**config.mk**
```make
export PLATFORM = sky130hd
export DESIGN_NAME = motion_arbiter
export DESIGN_NICKNAME = d
export VERILOG_FILES = /design/src/rtl/motion_arbiter_pkg.sv /design/src/rtl/motion_arbiter_prio_enc.sv /design/src/rtl/motion_arbiter.sv
export SDC_FILE = /design/constraint.sdc
export NUM_CORES = 1
export LEC_CHECK = 0
export CAP_MARGIN = 20
export CORE_MARGIN = 1.5
export CORE_UTILIZATION = 30
export CTS_CLUSTER_DIAMETER = 100
export CTS_CLUSTER_SIZE = 14
export DETAILED_ROUTE_END_ITERATION = 10
export DONT_BUFFER_PORTS = 1
export GPL_TIMING_DRIVEN = 0
export PLACE_DENSITY = 0.43
export SYNTH_ARGS = -nofsm -noshare
export SYNTH_HDL_FRONTEND = slang
export SYNTH_SLANG_ARGS = --single-unit
```
**constraint.sdc**
```tcl
create_clock -name clock -period 3.2 [get_ports clock]
set_input_delay 0.8 -clock clock [delete_from_list [all_inputs] [get_ports clock]]
set_output_delay 0.8 -clock clock [all_outputs]
set_load 0.01 [all_outputs]
```
**src/rtl/motion_arbiter_pkg.sv**
```systemverilog
// Shared types, requester indices and helpers for the motion arbiter.
// Requester numbering also sets fixed priority: higher index wins.
package motion_arbiter_pkg;

    localparam int REQ_FWD   = 0;
    localparam int REQ_LEFT  = 1;
    localparam int REQ_RIGHT = 2;
    localparam int REQ_REV   = 3;

    localparam logic [3:0] INS_BRAKE = 4'b0000;

    typedef enum logic [1:0] {
        ST_IDLE,
        ST_DEADTIME,
        ST_DRIVE,
        ST_FAULT
    } state_t;

    // IN1/IN2 and IN3/IN4 each drive one half-bridge leg pair.
    function automatic logic shoot_through(input logic [3:0] ins);
        return (ins[0] & ins[1]) | (ins[2] & ins[3]);
    endfunction

endpackage

```
**src/rtl/motion_arbiter_prio_enc.sv**
```systemverilog
// Fixed-priority 4->one-hot encoder plus "eligible above owner" test.
// Shared by the dead-time exit winner pick and the preemption check.
module motion_prio_enc
    import motion_arbiter_pkg::*;
(
    input  logic [3:0] i_req,
    input  logic [1:0] i_owner,
    output logic [3:0] o_onehot,
    output logic [1:0] o_idx,
    output logic       o_any,
    output logic       o_higher
);

    logic [3:0] w_mask;

    always_comb begin
        o_onehot = 4'b0000;
        o_idx    = 2'd0;
        priority case (1'b1)
            i_req[REQ_REV]: begin
                o_onehot = 4'b1000;
                o_idx    = 2'(REQ_REV);
            end
            i_req[REQ_RIGHT]: begin
                o_onehot = 4'b0100;
                o_idx    = 2'(REQ_RIGHT);
            end
            i_req[REQ_LEFT]: begin
                o_onehot = 4'b0010;
                o_idx    = 2'(REQ_LEFT);
            end
            i_req[REQ_FWD]: begin
                o_onehot = 4'b0001;
                o_idx    = 2'(REQ_FWD);
            end
            default: begin
                o_onehot = 4'b0000;
                o_idx    = 2'd0;
            end
        endcase
    end

    // Bits strictly above the owner; shifts out to zero for rev.
    assign w_mask   = 4'b1110 << i_owner;
    assign o_any    = |i_req;
    assign o_higher = |(i_req & w_mask);

endmodule

```
**src/rtl/motion_arbiter.sv**
```systemverilog
// Arbitrates the single H-bridge between fwd/left/right/rev movers,
// with braked dead-time on owner change, IR veto and shoot-through fault.
module motion_arbiter
    import motion_arbiter_pkg::*;
#(
    parameter int DEAD_CYCLES = 200000,
    parameter int CNT_W       = 18
) (
    input  logic        clock,
    input  logic        reset,
    input  logic [3:0]  req,
    input  logic [15:0] req_ins,
    input  logic        sensorIR_front,
    output logic [3:0]  grant,
    output logic [3:0]  sendToH_BridgeINs,
    output logic        isMoving_out,
    output logic        deadtime_busy,
    output logic        fault
);

    state_t           r_state;
    logic [CNT_W-1:0] r_cnt;
    logic [1:0]       r_owner;
    logic [3:0]       r_grant;
    logic [3:0]       r_ins;
    logic             r_moving;
    logic             r_busy;
    logic             r_fault;

    logic [3:0] w_elig;
    logic [3:0] w_win_onehot;
    logic [1:0] w_win_idx;
    logic       w_any;
    logic       w_higher;
    logic [3:0] w_own_ins;
    logic [3:0] w_win_ins;
    logic       w_cnt_done;
    logic       w_drop;
    logic       w_ir_veto;
    logic       w_exit;

    assign w_elig = req & ~{3'b000, sensorIR_front};

    motion_prio_enc u_prio (
        .i_req    (w_elig),
        .i_owner  (r_owner),
        .o_onehot (w_win_onehot),
        .o_idx    (w_win_idx),
        .o_any    (w_any),
        .o_higher (w_higher)
    );

    assign w_own_ins  = req_ins[{r_owner, 2'b00} +: 4];
    assign w_win_ins  = req_ins[{w_win_idx, 2'b00} +: 4];
    assign w_cnt_done = (r_cnt == CNT_W'(DEAD_CYCLES - 1));
    assign w_drop     = ~req[r_owner];
    assign w_ir_veto  = (r_owner == 2'(REQ_FWD)) & sensorIR_front;
    assign w_exit     = w_drop | w_higher | w_ir_veto;

    always_ff @(posedge clock) begin
        if (reset) begin
            r_state  <= ST_IDLE;
            r_cnt    <= '0;
            r_owner  <= 2'd0;
            r_grant  <= 4'b0000;
            r_ins    <= INS_BRAKE;
            r_moving <= 1'b0;
            r_busy   <= 1'b0;
            r_fault  <= 1'b0;
        end else begin
            // Brake unless a branch below keeps the bridge driven.
            r_grant  <= 4'b0000;
            r_ins    <= INS_BRAKE;
            r_moving <= 1'b0;
            r_busy   <= 1'b0;
            unique case (r_state)
                ST_IDLE: begin
                    if (w_any) begin
                        r_state <= ST_DEADTIME;
                        r_cnt   <= '0;
                        r_busy  <= 1'b1;
                    end
                end
                ST_DEADTIME: begin
                    if (!w_cnt_done) begin
                        r_cnt  <= r_cnt + 1'b1;
                        r_busy <= 1'b1;
                    end else begin
                        r_cnt <= '0;
                        if (!w_any) begin
                            r_state <= ST_IDLE;
                        end else if (shoot_through(w_win_ins)) begin
                            r_state <= ST_FAULT;
                            r_fault <= 1'b1;
                        end else begin
                            r_state  <= ST_DRIVE;
                            r_owner  <= w_win_idx;
                            r_grant  <= w_win_onehot;
                            r_ins    <= w_win_ins;
                            r_moving <= |w_win_ins;
                        end
                    end
                end
                ST_DRIVE: begin
                    if (shoot_through(w_own_ins)) begin
                        r_state <= ST_FAULT;
                        r_fault <= 1'b1;
                    end else if (w_exit) begin
                        r_state <= ST_DEADTIME;
                        r_cnt   <= '0;
                        r_busy  <= 1'b1;
                    end else begin
                        r_grant  <= r_grant;
                        r_ins    <= w_own_ins;
                        r_moving <= |w_own_ins;
                    end
                end
                ST_FAULT: begin
                    r_fault <= 1'b1;
                end
                default: begin
                    r_state <= ST_IDLE;
                end
            endcase
        end
    end

    assign grant             = r_grant;
    assign sendToH_BridgeINs = r_ins;
    assign isMoving_out      = r_moving;
    assign deadtime_busy     = r_busy;
    assign fault             = r_fault;

endmodule

```
==> results.py <==
metrics = {
    "floorplan": {
        "die_h_um": 87.1,
        "core_area_mm2": 0.00683,
        "pin_count": 34,
        "num_rows": 30,
        "start_util_pct": 31.1,
        "die-area_mm2": 0.00759,
        "die_w_um": 87.1,
    },
    "power_and_ir_drop": {
        "vdd_drop_max_mv": 0.138,
        "netSwitchingPower_mw": 0.364,
        "p_total_mw": 1.10,
        "pwr-share-seq_pct": 42.5,
        "swShare_pct": 33.2,
        "combPwrFrac_pct": 28.6,
        "clockPowerShare_pct": 28.9,
        "leakage_nw": 0.760,
        "p_int_mw": 0.732,
        "power.density_mw_per_mm2": 471,
    },
    "route": {
        "drt-initial-drc-count": 157,
        "drc": 0,
        "vias": 1883,
        "antenna_left": 0,
        "firstDrtPassIters": 4,
        "vias_per_cell": 5.30,
        "wire_per_inst_um": 15.2,
        "finalWirelength_um": 5410,
    },
    "layout": {
        "syn2layout_area_growth_pct": 9.73,
        "antenna_cells": 0,
        "drive_gt1_share_pct": 12.0,
        "utilization_pct": 34.1,
        "nNetsFinal": 287,
        "multi_input_area_mm2": 0.00135,
        "fillers": 767,
        "seqCellArea_um2": 661,
    },
    "logic_synthesis": {
        "synth-seq-area-share_pct": 31.1,
        "ys_seq_elements": 33,
        "synth-async-reset-ratio_pct": 0,
        "yosys_warnings": 0,
        "synth_edf_count": 0,
        "synth_cells": 252,
        "synth_nets": 280,
        "ys_types": 57,
        "synth_flop_cell": "dfxtp_1",
        "syn_avg_cell_area_um2": 8.42,
        "syn_area_mm2": 0.00212,
    },
    "status": {
        "status": "finished, final reports clean",
    },
    "global_route": {
        "grt.overflow.total": 0,
        "antenna_found_initial": 0,
        "grt_pass1_wl_um": 9240,
        "grt_max_degree": 11,
        "grt_pass1_vias": 1824,
        "grt_util_all_layers_pct": 15.5,
    },
    "sta": {
        "drv_slew": 0,
        "finalHoldWorstSlack_ns": 0.494,
        "worst_pin_slew_ns": 0.664,
        "fin_worst_skew_ns": 0.00594,
        "rsz0062_at_grt": "no",
        "hold_viol": 0,
        "final.min_clock_period_ns": 2.84,
        "relSlewSlack_pct": 55.6,
        "setup-violations-final": 0,
        "fin_tns_setup_ns": 0,
        "max_freq_ghz": 0.352,
        "period_share_pct": 88.8,
    },
    "setup_path": {
        "critPathMaxFanout": 10,
        "crit_path_end_kind": "flop",
        "critPathKind": "input pin to flop",
        "crit_path_start_kind": "input pin",
        "worstPathRequired_ns": 3.40,
        "arrival_ns": 3.04,
    },
    "clock_network": {
        "postCtsSetupBuffers": 0,
        "ctsHoldBuffers": 0,
        "cts_inserted_buffers": 5,
        "root_buffer": "clkbuf_8",
        "clock_path_buffers": 2,
        "cts_sinks": 33,
        "clk_pin_slew_worst_paths_ns": 0.07,
        "cts_tree": "done",
        "clock_latency_ns": 0.28,
        "h-tree-depth": 2,
        "cts_resized": 0,
    },
    "placement": {
        "dp_hpwl_um": 4080,
        "io_buffers": 0,
        "finalWeightedCongestion": 0.762,
    },
    "worst_hold_path": {
        "hold_path.class": "flop to flop",
    },
    "run": {
        "maxCapViolations": 0,
    },
}
[cells in the mapped netlist (all sizes together), types with 3 or more instances]
cell type,n,area share [%]
and4,3,1.2
a221oi,4,1.7
dfxtp,33,31
mux2,6,3.4
nor4b,5,2.4
a21oi,14,3.3
mux2i,6,2.8
inv,8,1.4
and3,5,1.5
nor3,8,1.9
clkbuf,5,0.88
a31oi,4,1.2
or3,4,1.4
o21ai,14,3.3
nand2,23,4.1
buf,8,2.8
nor2b,4,1.3
nand3,12,2.8
ha,5,2.9
xnor2,8,3.3
nand4,4,1.2
nor4,6,1.8
mux4,4,4.2
a211oi,5,1.8
nor2,25,4.4
[power groups by stage]
| stage | Combinational (mW) | Clock, mW | Sequential, mW |
|---|---|---|---|
| after floorplan | 0.241 | 0 | 0.468 |
| after global placement | 0.315 | 0 | 0.475 |
| after detailed placement | 0.312 | 0 | 0.474 |
| after CTS | 0.313 | 0.338 | 0.465 |
| after global routing | 0.349 | 0.357 | 0.470 |
| final | 0.314 | 0.316 | 0.466 |
[state kept, by name (all words and copies together), names as in the netlist]
| register | flops |
|---|---|
| deadtime_busy | 1 |
| r_owner | 2 |
| r_cnt | 18 |
| sendToH_BridgeINs | 4 |
| grant | 4 |
| isMoving_out | 1 |
| fault | 1 |
| r_state | 2 |
[layout by cell type (no fill, tap or decap), types with 2 or more instances in the layout]
master / n
a211oi_1: 5
a21o_1: 2
a21oi_1: 14
a221oi_1: 4
a311oi_1: 2
a31oi_1: 4
a32o_1: 2
and3_1: 4
and3b_1: 2
and4_1: 3
buf_2: 3
buf_6: 3
clkbuf_1: 6
clkbuf_8: 6
dfxtp_1: 33
ha_1: 5
inv_1: 8
mux2_2: 5
mux2i_1: 6
mux4_2: 4
nand2_1: 23
nand3_1: 12
nand4_1: 4
nor2_1: 25
nor2b_1: 3
nor3_1: 8
nor4_1: 6
nor4b_1: 4
o21ai_0: 14
o2bb2ai_1: 2
or3_1: 3
xnor2_1: 8
[worst max-delay path: stages]
cell	delay, ns
clkbuf_1	0.35
mux2_2	0.40
a221oi_1	0.25
a211oi_1	0.14
nor4b_2	0.65
nand2_1	0.23
o21ai_0	0.21
[cell type report]
class | count | share of cell area [%]
plain buffers | 13 | 3.39
flip-flops and latches | 33 | 28.4
well taps | 96 | 5.16
multi-input cells | 197 | 57.9
inverters | 9 | 1.45
clock buffers | 7 | 3.71
[logic make-up (layout without fill, tap and decap cells)]
logic type	count (synthesis)	after routing	synth area share [%]
AOI/OAI and AO/OA	59	59	19.0
and+or+nand+nor	108	108	27.4
DFF	33	33	31.1
muxes	16	16	10.4
buffers and inverters	22	29	5.31
adders and majority gates	5	5	2.95
xor gates and xnor gates	9	9	3.71
[path summary, 6_finish.rpt]
kind	end	slack, ns	start	cells past startpoint
setup reg to reg	r_cnt[4]	0.79	r_owner[1]	8
hold / removal	r_cnt[3]	0.49	r_cnt[3]	1
hold reg to reg	r_cnt[3]	0.49	r_cnt[3]	1
setup / recovery	sendToH_BridgeINs[2]	0.36	req[1]	7
[metal layers]
layer,track usage (%),routed length [um],up-vias
met1,22.7,2800,897
met5,0,0,-
met2,22.3,2270,33
met4,3.90,50,0
met3,4.45,289,5
li1,-,-,948
[metrics by stage]
stage / setup WS, ns / area (um2) / cells
2_1_floorplan: 0.545 / 2120 / 252
3_3_place_gp: 0.0962 / 2240 / 348
3_5_place_dp: 0.0843 / 2240 / 348
4_1_cts: 0.400 / 2330 / 355
5_1_grt: 0.143 / 2330 / 355
6_report: 0.358 / 2330 / 355
Note: power is estimated with default switching activity, not from simulation.
